File: config.mk
export PLATFORM = sky130hd
export DESIGN_NAME = fmc_slave_ctrl
export DESIGN_NICKNAME = d
export VERILOG_FILES = /design/src/rtl/fmc_slave_ctrl.sv
export SDC_FILE = /design/constraint.sdc
export NUM_CORES = 1
export LEC_CHECK = 0
export BUFFER_PORTS_ARGS = -buffer_cell sky130_fd_sc_hd__buf_2
export CAP_MARGIN = 25
export CORE_MARGIN = 10
export CORE_UTILIZATION = 35
export DETAILED_ROUTE_END_ITERATION = 7
export PLACE_DENSITY = 0.62
export SLEW_MARGIN = 40
export SYNTH_ARGS = -nofsm -noshare
export SYNTH_HDL_FRONTEND = slang
export SYNTH_SLANG_ARGS = --single-unit
File: constraint.sdc
create_clock -name clk -period 2.7 [get_ports clk]
set_input_delay 0.27 -clock clk [delete_from_list [all_inputs] [get_ports clk]]
set_output_delay 0.27 -clock clk [all_outputs]
set_load 0.02 [all_outputs]
File: src/rtl/fmc_slave_ctrl.sv
// FMC slave-side controller: synchronises the MCU strobes and turns each FMC
// cycle into one request/acknowledge transaction on the internal register bus.
module fmc_slave_ctrl #(
    parameter int unsigned          ADDR_BITS      = 26,
    parameter int unsigned          DATA_BITS      = 32,
    parameter int unsigned          SYNC_STAGES    = 2,
    parameter int unsigned          TIMEOUT_CYCLES = 256,
    parameter logic [DATA_BITS-1:0] TIMEOUT_DATA   = 32'hDEAD_BEEF
) (
    input  logic                 clk,
    input  logic                 reset,
    input  logic                 fmc_ne1,
    input  logic                 fmc_noe,
    input  logic                 fmc_nwe,
    input  logic [ADDR_BITS-1:0] fmc_a,
    input  logic [DATA_BITS-1:0] fmc_d_in,
    output logic [DATA_BITS-1:0] fmc_d_out,
    output logic                 fmc_d_oe,
    output logic                 fmc_nwait,
    output logic [ADDR_BITS-1:0] reg_addr,
    output logic [DATA_BITS-1:0] reg_wdata,
    output logic                 reg_wr,
    output logic                 reg_rd,
    input  logic [DATA_BITS-1:0] reg_rdata,
    input  logic                 reg_ack,
    output logic                 timeout_err,
    input  logic                 err_clr
);

    localparam int unsigned     CNT_W    = (TIMEOUT_CYCLES > 1) ? $clog2(TIMEOUT_CYCLES) : 1;
    localparam logic [CNT_W-1:0] CNT_LAST = CNT_W'(TIMEOUT_CYCLES - 1);

    typedef enum logic [2:0] {
        S_RESYNC,
        S_IDLE,
        S_RD_REQ,
        S_RD_DRIVE,
        S_WR_CAP,
        S_WR_REQ,
        S_DONE
    } state_t;

    state_t r_state;
    state_t w_state_nxt;

    logic [SYNC_STAGES-1:0] r_ne1_sync;
    logic [SYNC_STAGES-1:0] r_noe_sync;
    logic [SYNC_STAGES-1:0] r_nwe_sync;
    logic [SYNC_STAGES-1:0] r_primed;
    logic                   w_ne1_s;
    logic                   w_noe_s;
    logic                   w_nwe_s;
    logic                   w_sync_valid;

    logic [CNT_W-1:0]     r_cnt;
    logic                 w_cnt_last;

    logic [DATA_BITS-1:0] r_d_out;
    logic                 r_nwait;
    logic [ADDR_BITS-1:0] r_addr;
    logic [DATA_BITS-1:0] r_wdata;
    logic                 r_wr;
    logic                 r_rd;
    logic                 r_err;

    logic w_rd_issue;
    logic w_rd_ok;
    logic w_rd_to;
    logic w_wr_cap;
    logic w_wr_issue;
    logic w_wr_ok;
    logic w_wr_to;
    logic w_wr_strobe;

    always_ff @(posedge clk) begin
        if (!reset) begin
            r_ne1_sync <= '1;
            r_noe_sync <= '1;
            r_nwe_sync <= '1;
            r_primed   <= '0;
        end else begin
            r_ne1_sync <= {r_ne1_sync[SYNC_STAGES-2:0], fmc_ne1};
            r_noe_sync <= {r_noe_sync[SYNC_STAGES-2:0], fmc_noe};
            r_nwe_sync <= {r_nwe_sync[SYNC_STAGES-2:0], fmc_nwe};
            r_primed   <= {r_primed[SYNC_STAGES-2:0], 1'b1};
        end
    end

    assign w_ne1_s      = r_ne1_sync[SYNC_STAGES-1];
    assign w_noe_s      = r_noe_sync[SYNC_STAGES-1];
    assign w_nwe_s      = r_nwe_sync[SYNC_STAGES-1];
    // The preset 1s are not real pin samples; RESYNC only trusts ne1_s once
    // the chain has been refilled from the pin after reset.
    assign w_sync_valid = r_primed[SYNC_STAGES-1];

    assign w_cnt_last  = (r_cnt == CNT_LAST);
    assign w_wr_strobe = !w_ne1_s && (!w_noe_s || !w_nwe_s);

    always_ff @(posedge clk) begin
        if (!reset) begin
            r_state <= S_RESYNC;
        end else begin
            r_state <= w_state_nxt;
        end
    end

    always_comb begin
        w_state_nxt = r_state;
        w_rd_issue  = 1'b0;
        w_rd_ok     = 1'b0;
        w_rd_to     = 1'b0;
        w_wr_cap    = 1'b0;
        w_wr_issue  = 1'b0;
        w_wr_ok     = 1'b0;
        w_wr_to     = 1'b0;
        case (r_state)
            S_RESYNC: begin
                if (w_sync_valid && w_ne1_s) begin
                    w_state_nxt = S_IDLE;
                end
            end
            S_IDLE: begin
                if (!w_ne1_s && !w_noe_s) begin
                    w_rd_issue  = 1'b1;
                    w_state_nxt = S_RD_REQ;
                end else if (!w_ne1_s && !w_nwe_s) begin
                    w_state_nxt = S_WR_CAP;
                end
            end
            S_RD_REQ: begin
                if (reg_ack) begin
                    w_rd_ok     = 1'b1;
                    w_state_nxt = S_RD_DRIVE;
                end else if (w_cnt_last) begin
                    w_rd_to     = 1'b1;
                    w_state_nxt = S_RD_DRIVE;
                end
            end
            S_RD_DRIVE: begin
                if (w_noe_s || w_ne1_s) begin
                    w_state_nxt = S_DONE;
                end
            end
            S_WR_CAP: begin
                if (w_nwe_s) begin
                    w_wr_issue  = 1'b1;
                    w_state_nxt = S_WR_REQ;
                end else begin
                    w_wr_cap = 1'b1;
                end
            end
            S_WR_REQ: begin
                if (reg_ack) begin
                    w_wr_ok     = 1'b1;
                    w_state_nxt = S_DONE;
                end else if (w_cnt_last) begin
                    w_wr_to     = 1'b1;
                    w_state_nxt = S_DONE;
                end
            end
            S_DONE: begin
                w_state_nxt = S_IDLE;
            end
            default: begin
                w_state_nxt = S_RESYNC;
            end
        endcase
    end

    // Saturating cycle counter; restarts whenever a request is launched.
    always_ff @(posedge clk) begin
        if (!reset) begin
            r_cnt <= '0;
        end else if (w_rd_issue || w_wr_issue) begin
            r_cnt <= '0;
        end else if ((r_state == S_RD_REQ || r_state == S_WR_REQ) && (r_cnt != '1)) begin
            r_cnt <= r_cnt + 1'b1;
        end
    end

    always_ff @(posedge clk) begin
        if (!reset) begin
            r_d_out <= '0;
            r_nwait <= 1'b1;
            r_addr  <= '0;
            r_wdata <= '0;
            r_wr    <= 1'b0;
            r_rd    <= 1'b0;
            r_err   <= 1'b0;
        end else begin
            if (w_rd_issue) begin
                r_addr  <= fmc_a;
                r_rd    <= 1'b1;
                r_nwait <= 1'b0;
            end
            if (w_rd_ok) begin
                r_d_out <= reg_rdata;
                r_rd    <= 1'b0;
                r_nwait <= 1'b1;
            end
            if (w_rd_to) begin
                r_d_out <= TIMEOUT_DATA;
                r_rd    <= 1'b0;
                r_nwait <= 1'b1;
            end
            if (w_wr_cap) begin
                r_addr  <= fmc_a;
                r_wdata <= fmc_d_in;
            end
            if (w_wr_issue) begin
                r_wr <= 1'b1;
            end
            // Posted write: only stall the master if it starts another strobe.
            if (w_wr_ok || w_wr_to) begin
                r_wr    <= 1'b0;
                r_nwait <= 1'b1;
            end else if (r_state == S_WR_REQ && w_wr_strobe) begin
                r_nwait <= 1'b0;
            end
            if (r_state == S_DONE) begin
                r_nwait <= 1'b1;
            end
            if (w_rd_to || w_wr_to) begin
                r_err <= 1'b1;
            end else if (err_clr) begin
                r_err <= 1'b0;
            end
        end
    end

    // Pad enable uses the raw pins so the bus is released without sync delay.
    assign fmc_d_oe    = (r_state == S_RD_DRIVE) && !fmc_ne1 && !fmc_noe;
    assign fmc_d_out   = r_d_out;
    assign fmc_nwait   = r_nwait;
    assign reg_addr    = r_addr;
    assign reg_wdata   = r_wdata;
    assign reg_wr      = r_wr;
    assign reg_rd      = r_rd;
    assign timeout_err = r_err;

    a_one_outstanding: assert property (@(posedge clk) disable iff (!reset) !(r_rd && r_wr));

endmodule

==> results of run 1 <==
==> kinds of logic (layout without fill, tap and decap cells) <==
logic type,after synthesis,count (layout),synth area share
compound gates,97,97,0.139
xor+xnor,1,1,0.00207
fa+ha+maj,1,1,0.00295
buf+inv,36,235,0.0384
flops,113,113,0.534
mux,28,28,0.0662
simple gates,200,200,0.217
==> worst min-delay path by stage <==
stage / to / start / slack [ps] / cells after the start
final: r_nwe_sync[0] / fmc_nwe / 40 / 2
after global routing: r_nwe_sync[0] / fmc_nwe / 30 / 2
after CTS: r_nwe_sync[0] / fmc_nwe / 20 / 2
after detailed placement: r_nwe_sync[1] / r_nwe_sync[0] / 400 / 1
after global placement: r_nwe_sync[1] / r_nwe_sync[0] / 390 / 1
after floorplan: r_primed[0] / reset / 300 / 0
==> flip-flops by register name, indices dropped and copies added, names as in the netlist <==
name	count
timeout_err	1
reg_rd	1
r_state	3
reg_addr	26
fmc_d_out	32
fmc_nwait	1
r_nwe_sync	2
r_cnt	8
r_noe_sync	2
reg_wr	1
r_primed	2
reg_wdata	32
r_ne1_sync	2
==> cells in the final DEF (no fill, tap or decap), drive strengths merged, types with 3 or more instances in the layout <==
cell type / n
buf: 199
nand2: 136
dfxtp: 113
a21oi: 47
mux2i: 28
nor2b: 27
a31oi: 27
clkbuf: 27
nand2b: 8
nor2: 6
o21ai: 6
or3: 4
clkinv: 4
inv: 4
nand3: 3
o31ai: 3
or4: 3
a21boi: 3
==> metal layers <==
metal | global-route usage | up-vias | part of all wire | routed length, um
met1 | 0.159 | 1840 | 0.40 | 5040
met2 | 0.238 | 136 | 0.50 | 6210
met5 | 0 | - | 0 | 0
met3 | 0.0657 | 15 | 0.082 | 1030
li1 | - | 1995 | - | -
met4 | 0.0675 | 0 | 0.018 | 230
==> stage by stage <==
| step | util | instance area, um^2 | worst slack, ps |
|---|---|---|---|
| after global placement | 0.446 | 5310 | 554 |
| after CTS | 0.494 | 5880 | 504 |
| after global routing | 0.494 | 5880 | 397 |
| final | 0.494 | 5880 | 508 |
| after floorplan | - | 4240 | 971 |
| after detailed placement | 0.446 | 5320 | 512 |
==> power by group through the flow <==
stage / logic (mW) / registers [mW] / clock network [mW]
after floorplan: 0.0706 / 1.73 / 0
after global placement: 0.157 / 1.74 / 0
after detailed placement: 0.162 / 1.74 / 0
after CTS: 0.162 / 1.70 / 2.14
after global routing: 0.179 / 1.70 / 2.24
final: 0.161 / 1.70 / 2.09
==> area by class of cell <==
type                       instances  area (um^2)
inverter                           4         17.5
clock inverter                     5         50.0
sequential                       113         2260
clock buffer                      27          513
multi-input combinational        327         1840
tap                              147          184
timing repair buffer             199         1020
fill                            1162         6030
==> impl_summary.md, run 1 <==
Power
The power share of the combinational group is 0.041. The internal power is 3.15 mW. The leakage power figure is 2.49 nW. The power after layout is 3.96 mW.

IR analysis of the VDD net gives a maximum drop of 0.000372 V. The share of total power dissipated in sequential elements is 0.431. The switching component of the power is 0.809 mW. The switching fraction of total power is 0.205. Power spread over the standard cell area amounts to 673 nW/um^2.

The proportion of power drawn by the clock network is 0.529.

Cells and area
For this run, the post-layout net count is 760. The synthesis-to-finish area growth is 38.8%. The proportion of layout cells with a drive suffix above 1 is 0.344. Leaving out filler cells and counting taps, the final layout contains 822.

0 antenna diodes ended up in the layout.

Yosys
The dominant register cell in the synthesized netlist is sky130_fd_sc_hd__dfxtp_1. The cell area that synthesis handed to floorplanning was 4240 um^2. The share of synthesized registers carrying an async set or reset is 0. The post-synthesis cell type count is 44. The share of synthesized area in the top cell type comes to 0.534. The total number of yosys warnings is 0. The net count after synthesis is 574. By count the netlist is led by 136 x sky130_fd_sc_hd__nand2_1, 113 x sky130_fd_sc_hd__dfxtp_1, 47 x sky130_fd_sc_hd__a21oi_1, 28 x sky130_fd_sc_hd__mux2i_1. The flop and latch count out of synthesis is 113. Dividing the synthesized area by the synthesized cell count gives 8.90 um^2.

The gate count after technology mapping is 476. Of all cell types, the one taking the most synthesized area is sky130_fd_sc_hd__dfxtp_1. Yosys instantiated no cell more often than sky130_fd_sc_hd__nand2_1. The sequential cell area fraction in the yosys report is 0.534. Yosys mapped a number of flops with a built-in enable equal to 0. Yosys attributes the largest share of cell area to sky130_fd_sc_hd__dfxtp_1 53%, sky130_fd_sc_hd__nand2_1 12%, sky130_fd_sc_hd__mux2i_1 6.6%.

Critical path
Grouping stages by cell kind, the critical path spends the most delay in flip-flops. The critical path launch point type is a flop. For the worst setup path, the data required time is 2990 ps. The largest stage delay on the critical path is 670 ps.

Across all register-to-register paths, the minimum setup slack is 510 ps. Traced cell by cell, the critical path runs through or4b_1 > o41ai_4 > buf_4 > mux2i_1 > nor2b_1. The depth of the worst register-to-register path is 5. For the worst setup path, the data arrival time is 2480 ps. The number of buffers and inverters on the critical path is 1.

The element type at the critical path end is a flop. The startpoint of the worst-slack reg-to-reg timing path is r_state[2]. The number of logic stages on the critical path including buffering is 5. The worst flop-to-flop path endpoint is reg_addr[15].

The critical path ends at reg_addr[15]. The highest-delay cell along the critical path is sky130_fd_sc_hd__dfxtp_1. Tracing the worst setup path back leads to its startpoint at r_state[2]. In this run the worst path has a maximum fanout of 26. By startpoint and endpoint, the worst setup path is classified as flop to flop.

Timing
The post-route clock skew is 6.98 ps. Setup violations remaining at the end of the flow were counted as 0. The count of final hold-check violations is 0. For the pin with the worst max-slew slack, the measured transition is 617 ps.

The worst-case headroom to the max-slew limit is 0.587. For this run, the top clock speed supported by timing is 0.456 GHz. After routing, the total negative slack on setup checks comes to 0 ps.

Setup repair after global routing left no endpoint under its margin. The worst hold slack across all endpoints is 40.5 ps. The share of the clock period used by the worst path after layout is 0.812. The clock period could shrink to 2190 ps. The number of pins exceeding their max-slew limit in the final report is 0.

Global routing
The via count of the first global-routing pass is 3995. Entering global routing, the biggest net connects 56 pins. In the global route stage, overall resource usage came out at 0.146. The first global-routing pass estimated 19600 um of wire. The number of antenna violations at the first check in global routing is 0.

Global routing finished with a remaining overflow of 0.

Floorplanning
The die area is 16900 um^2. The die outline width is 130 um. The die height is 130 um. The core region is 11900 um^2. The total I/O pin count is 192. The floorplan has 40 rows.

The starting density of the core is 0.356.

CTS
The number of hold buffers added after CTS was 0. In this run, post-CTS repair resized a total of 0 instances. The maximum level of the CTS H-tree is 4. The cell sitting at the root of the clock tree is a sky130_fd_sc_hd__clkbuf_16. Clock-pin slew was measured on the worst setup and hold paths at 50 ps. The count of buffers added by post-CTS timing repair for setup is 0. The clock net sink count is 113. The clock latency reported for the late side of the worst-skew pair is 410 ps. The maximum count of clock buffers along a single path is 2. The number of clock buffers added by TritonCTS is 17. The CTS tree is done.

Place
The routability-driven placement congestion ratio is 0.830. Port buffering added 191 buffers. Once detailed placement completed, the half-perimeter wirelength came to 9220 um. The placed instance count is 790.

Detailed routing
The routed via count divided by cell count is 4.85. The detailed router finished its first iteration with 227 violations. The number of vias after detailed routing is 3986.

The number of nets with antenna violations after routing is 0. The mean routed wirelength per cell is 15.2 um. The total wire length after detailed routing is 12500 um. In the routed design, unresolved DRC markers number 0. The first-pass iteration count of the detailed router is 5.

Hold path
In this run the worst hold path is classified as primary input to flop.

Run
The tool flagged a number of max-cap violations equal to 0.

Run status
The run finished with clean final reports.
Note: power is estimated with default switching activity, not from simulation.
==> run 2: changes to the inputs <==
--- a/config.mk
+++ b/config.mk
@@ -10,7 +10,7 @@
 export CORE_MARGIN = 10
 export CORE_UTILIZATION = 35
 export DETAILED_ROUTE_END_ITERATION = 7
-export PLACE_DENSITY = 0.62
+export PLACE_DENSITY = 0.64
 export SLEW_MARGIN = 40
 export SYNTH_ARGS = -nofsm -noshare
 export SYNTH_HDL_FRONTEND = slang
==> constraint.sdc (replaced) <==
create_clock -name clk -period 1.94 [get_ports clk]
set_input_delay 0.194 -clock clk [delete_from_list [all_inputs] [get_ports clk]]
set_output_delay 0.194 -clock clk [all_outputs]
set_load 0.02 [all_outputs]
==> impl_summary.md, run 2 (synthesis results as in run 1) <==
Detailed routing
The total wire length after detailed routing is 12300 um (-1.7%). The number of nets with antenna violations after routing is 0 (unchanged). The first-pass iteration count of the detailed router is 4 (-1). The routed length on met1 came to 4960 um (-1.5%). The highest layer used for signal routing is met4. The wire length on met2 came to 6090 um (-2.0%). The routed via count divided by cell count is 4.76 (-1.9%). The detailed-routed wire length on met3 came to 987 um (-4.0%). The mean routed wirelength per cell came to 14.6 um (-3.7%). The number of vias after detailed routing was 3992 (+0.15%). The remaining routing DRC violations is 0 (unchanged). The number of violations reported at the end of detailed-routing iteration 0 was 187 (-18%).

Global routing
The pin count of the biggest net entering global routing is 33 (-41%). The wire length of the first global-routing pass was 19100 um (-2.7%). The number of antenna violations at the first check in global routing is 0 (unchanged). The via count of the first global-routing pass is 3883 (-2.8%). The final global-route overflow total came to 0 (unchanged).

The total global routing track utilization is 0.142 (-0.00358).

Power
The proportion of power drawn by the clock network came to 0.567 (+0.038). The power share of the combinational group is 0.042 (about the same). The peak ir drop on the vdd network is 0.000560 V (+51%). The leakage power figure was 2.61 nW (+4.8%). The internal power is 4.85 mW (+54%). The power per unit of standard cell area was 983 nW/um^2 (+46%). The switching component of the power is 1.18 mW (+46%). The switching fraction of total power came to 0.196 (-0.00814).

The power after layout is 6.03 mW (+53%). The share of power burned in registers was 0.391 (-0.040).

Cells and area
The proportion of layout cells with a drive suffix above 1 was 0.357 (+0.0132). The number of nets in the finished design is 777 (+2.2%). In the layout the commonest cells are 191 x sky130_fd_sc_hd__buf_2, 136 x sky130_fd_sc_hd__nand2_1, 113 x sky130_fd_sc_hd__dfxtp_1, 47 x sky130_fd_sc_hd__a21oi_1, 28 x sky130_fd_sc_hd__mux2i_1. The area of all placed cells without fillers was 6140 um^2 (+4.4%). The antenna diode count is 0 (unchanged). The area growth from synthesis to layout is 44.9%.

Leaving out fill and tap cells, the most frequent cell in the layout is sky130_fd_sc_hd__buf_2.

Timing
The minimum setup slack in the final design is 105 ps (-403 ps). In the finished design, the share of the clock period the worst path needs comes to 0.946. Counting I/O delays and the setup requirement, the final critical path takes 1840 ps. The slew of the pin with the lowest slew margin is 570 ps (-46.3 ps). The number of pins exceeding their max-slew limit in the final report is 0 (unchanged).

The final number of setup-violating endpoints was 0 (unchanged). The count of final hold-check violations is 0 (unchanged). The total negative slack is 0 ps (unchanged).

Static timing analysis puts the maximum clock frequency at 0.545 GHz. The worst hold slack across all endpoints is 22.0 ps (-18.5 ps). Setup repair after global routing left no endpoint under its margin. The post-route clock skew is 8.06 ps (+1.08 ps). The worst-case headroom to the max-slew limit is 0.617 (+0.0307).

Floorplanning
The floorplan core area was 11900 um^2 (unchanged). The total I/O pin count is 192 (unchanged). The die area is 16900 um^2 (unchanged). The die height came to 130 um (unchanged). The starting density of the core came to 0.356 (unchanged). The die outline width was 130 um (unchanged). The row count is 40 (unchanged).

Critical path
The largest fanout on the critical path is 8 (-69%). The worst path required time is 1750 ps (-1240 ps). In this run the critical register-to-register path is launched from r_cnt[0].

STA classifies the critical path endpoint as a primary output. The endpoint identified for the worst register-to-register timing path is r_cnt[5]. The setup slack of the most critical reg-to-reg path is 160 ps (-350 ps). The data arrival time of the critical path is 1640 ps (-840 ps).

By startpoint and endpoint, the worst setup path is classified as flop to primary output. The critical path starts at r_state[1]. The depth of the worst register-to-register path is 5 (unchanged). The critical path launch point type is a flop.

CTS
The tree is rooted in a sky130_fd_sc_hd__clkbuf_16. The clock input transition at the sequential cells of the worst setup and hold paths was 50 ps (about the same). The clock net sink count is 113 (unchanged). The clock latency reported for the late side of the worst-skew pair came to 410 ps (about the same).

The number of clock buffers inserted by TritonCTS came to 17 (unchanged). The maximum level of the CTS H-tree is 4 (unchanged). TritonCTS built the clock tree. The maximum count of clock buffers along a single path is 2 (unchanged).

Place
The number of buffers added on ports came to 191 (unchanged). The routability-driven placement congestion ratio was 0.814 (-2.0%). The total half-perimeter wirelength after legalization and detailed placement is 9260 um (+0.45%). The minimum setup slack after placement was -6.78 ps (-519 ps).

The area after detailed placement is 5410 um^2 (+1.7%).

Hold path
In this run the most critical hold path is launched from fmc_d_in[19]. The kind of path behind the tightest hold check is primary input to flop. The end point of the most critical hold path is reg_wdata[19]. The cell depth of the worst hold path is 3 (+1).

Run status
The run finished with clean final reports.

Run
The number of max-cap violations was 0 (unchanged).
run 2: cell type report:
class                      instances  area [um^2]
clock buffer                      22          474
multi-input combinational        327         1840
fill                            1096         5770
timing repair buffer             216         1180
inverter                           4         15.0
tap                              147          184
sequential                       113         2260
clock inverter                    10          180
run 2: power groups by stage:
stage / Sequential, mW / Combinational [mW] / Clock, mW
after floorplan: 2.41 / 0.0983 / 0
after global placement: 2.41 / 0.239 / 0
after detailed placement: 2.41 / 0.242 / 0
after CTS: 2.36 / 0.253 / 3.49
after global routing: 2.36 / 0.276 / 3.61
final: 2.36 / 0.252 / 3.42
run 2: metal layers:
layer | vias to the layer above | track usage
met5 | - | 0
met4 | 0 | 0.0714
met3 | 22 | 0.0560
met2 | 140 | 0.237
met1 | 1800 | 0.154
li1 | 2030 | -
run 2: worst max-delay path: stages (launching register included):
cell	delay, ps
sky130_fd_sc_hd__dfxtp_1	430
sky130_fd_sc_hd__buf_4	210
sky130_fd_sc_hd__nor2b_2	200
sky130_fd_sc_hd__nand2_1	80
sky130_fd_sc_hd__nor3_1	130
sky130_fd_sc_hd__buf_2	200
run 2: how the worst max path moves through the flow:
| stage | cells past startpoint | to | slack (ps) |
|---|---|---|---|
| 6_report | 5 | fmc_d_oe | 100 |
| 5_1_grt | 5 | fmc_d_oe | 10 |
| 4_1_cts | 5 | fmc_d_oe | 20 |
| 3_5_place_dp | 4 | r_state[0] | -7 |
| 3_3_place_gp | 5 | reg_addr[21] | 80 |
| 2_1_floorplan | 7 | reg_addr[25] | 210 |
run 2: what timing repair did:
action                                  in CTS  in global routing
pin swaps                                    1                  0
hold buffers                                 6                  0
endpoints found under the setup margin       3                  1
endpoints found under the hold margin        6                  0
setup buffers                                1                  0
resized for setup                            1                  1
run 2: metrics by stage:
stage | util | cells
after floorplan | - | 476
after global placement | 0.454 | 800
after detailed placement | 0.454 | 800
after CTS | 0.515 | 839
after global routing | 0.515 | 839
final | 0.515 | 839
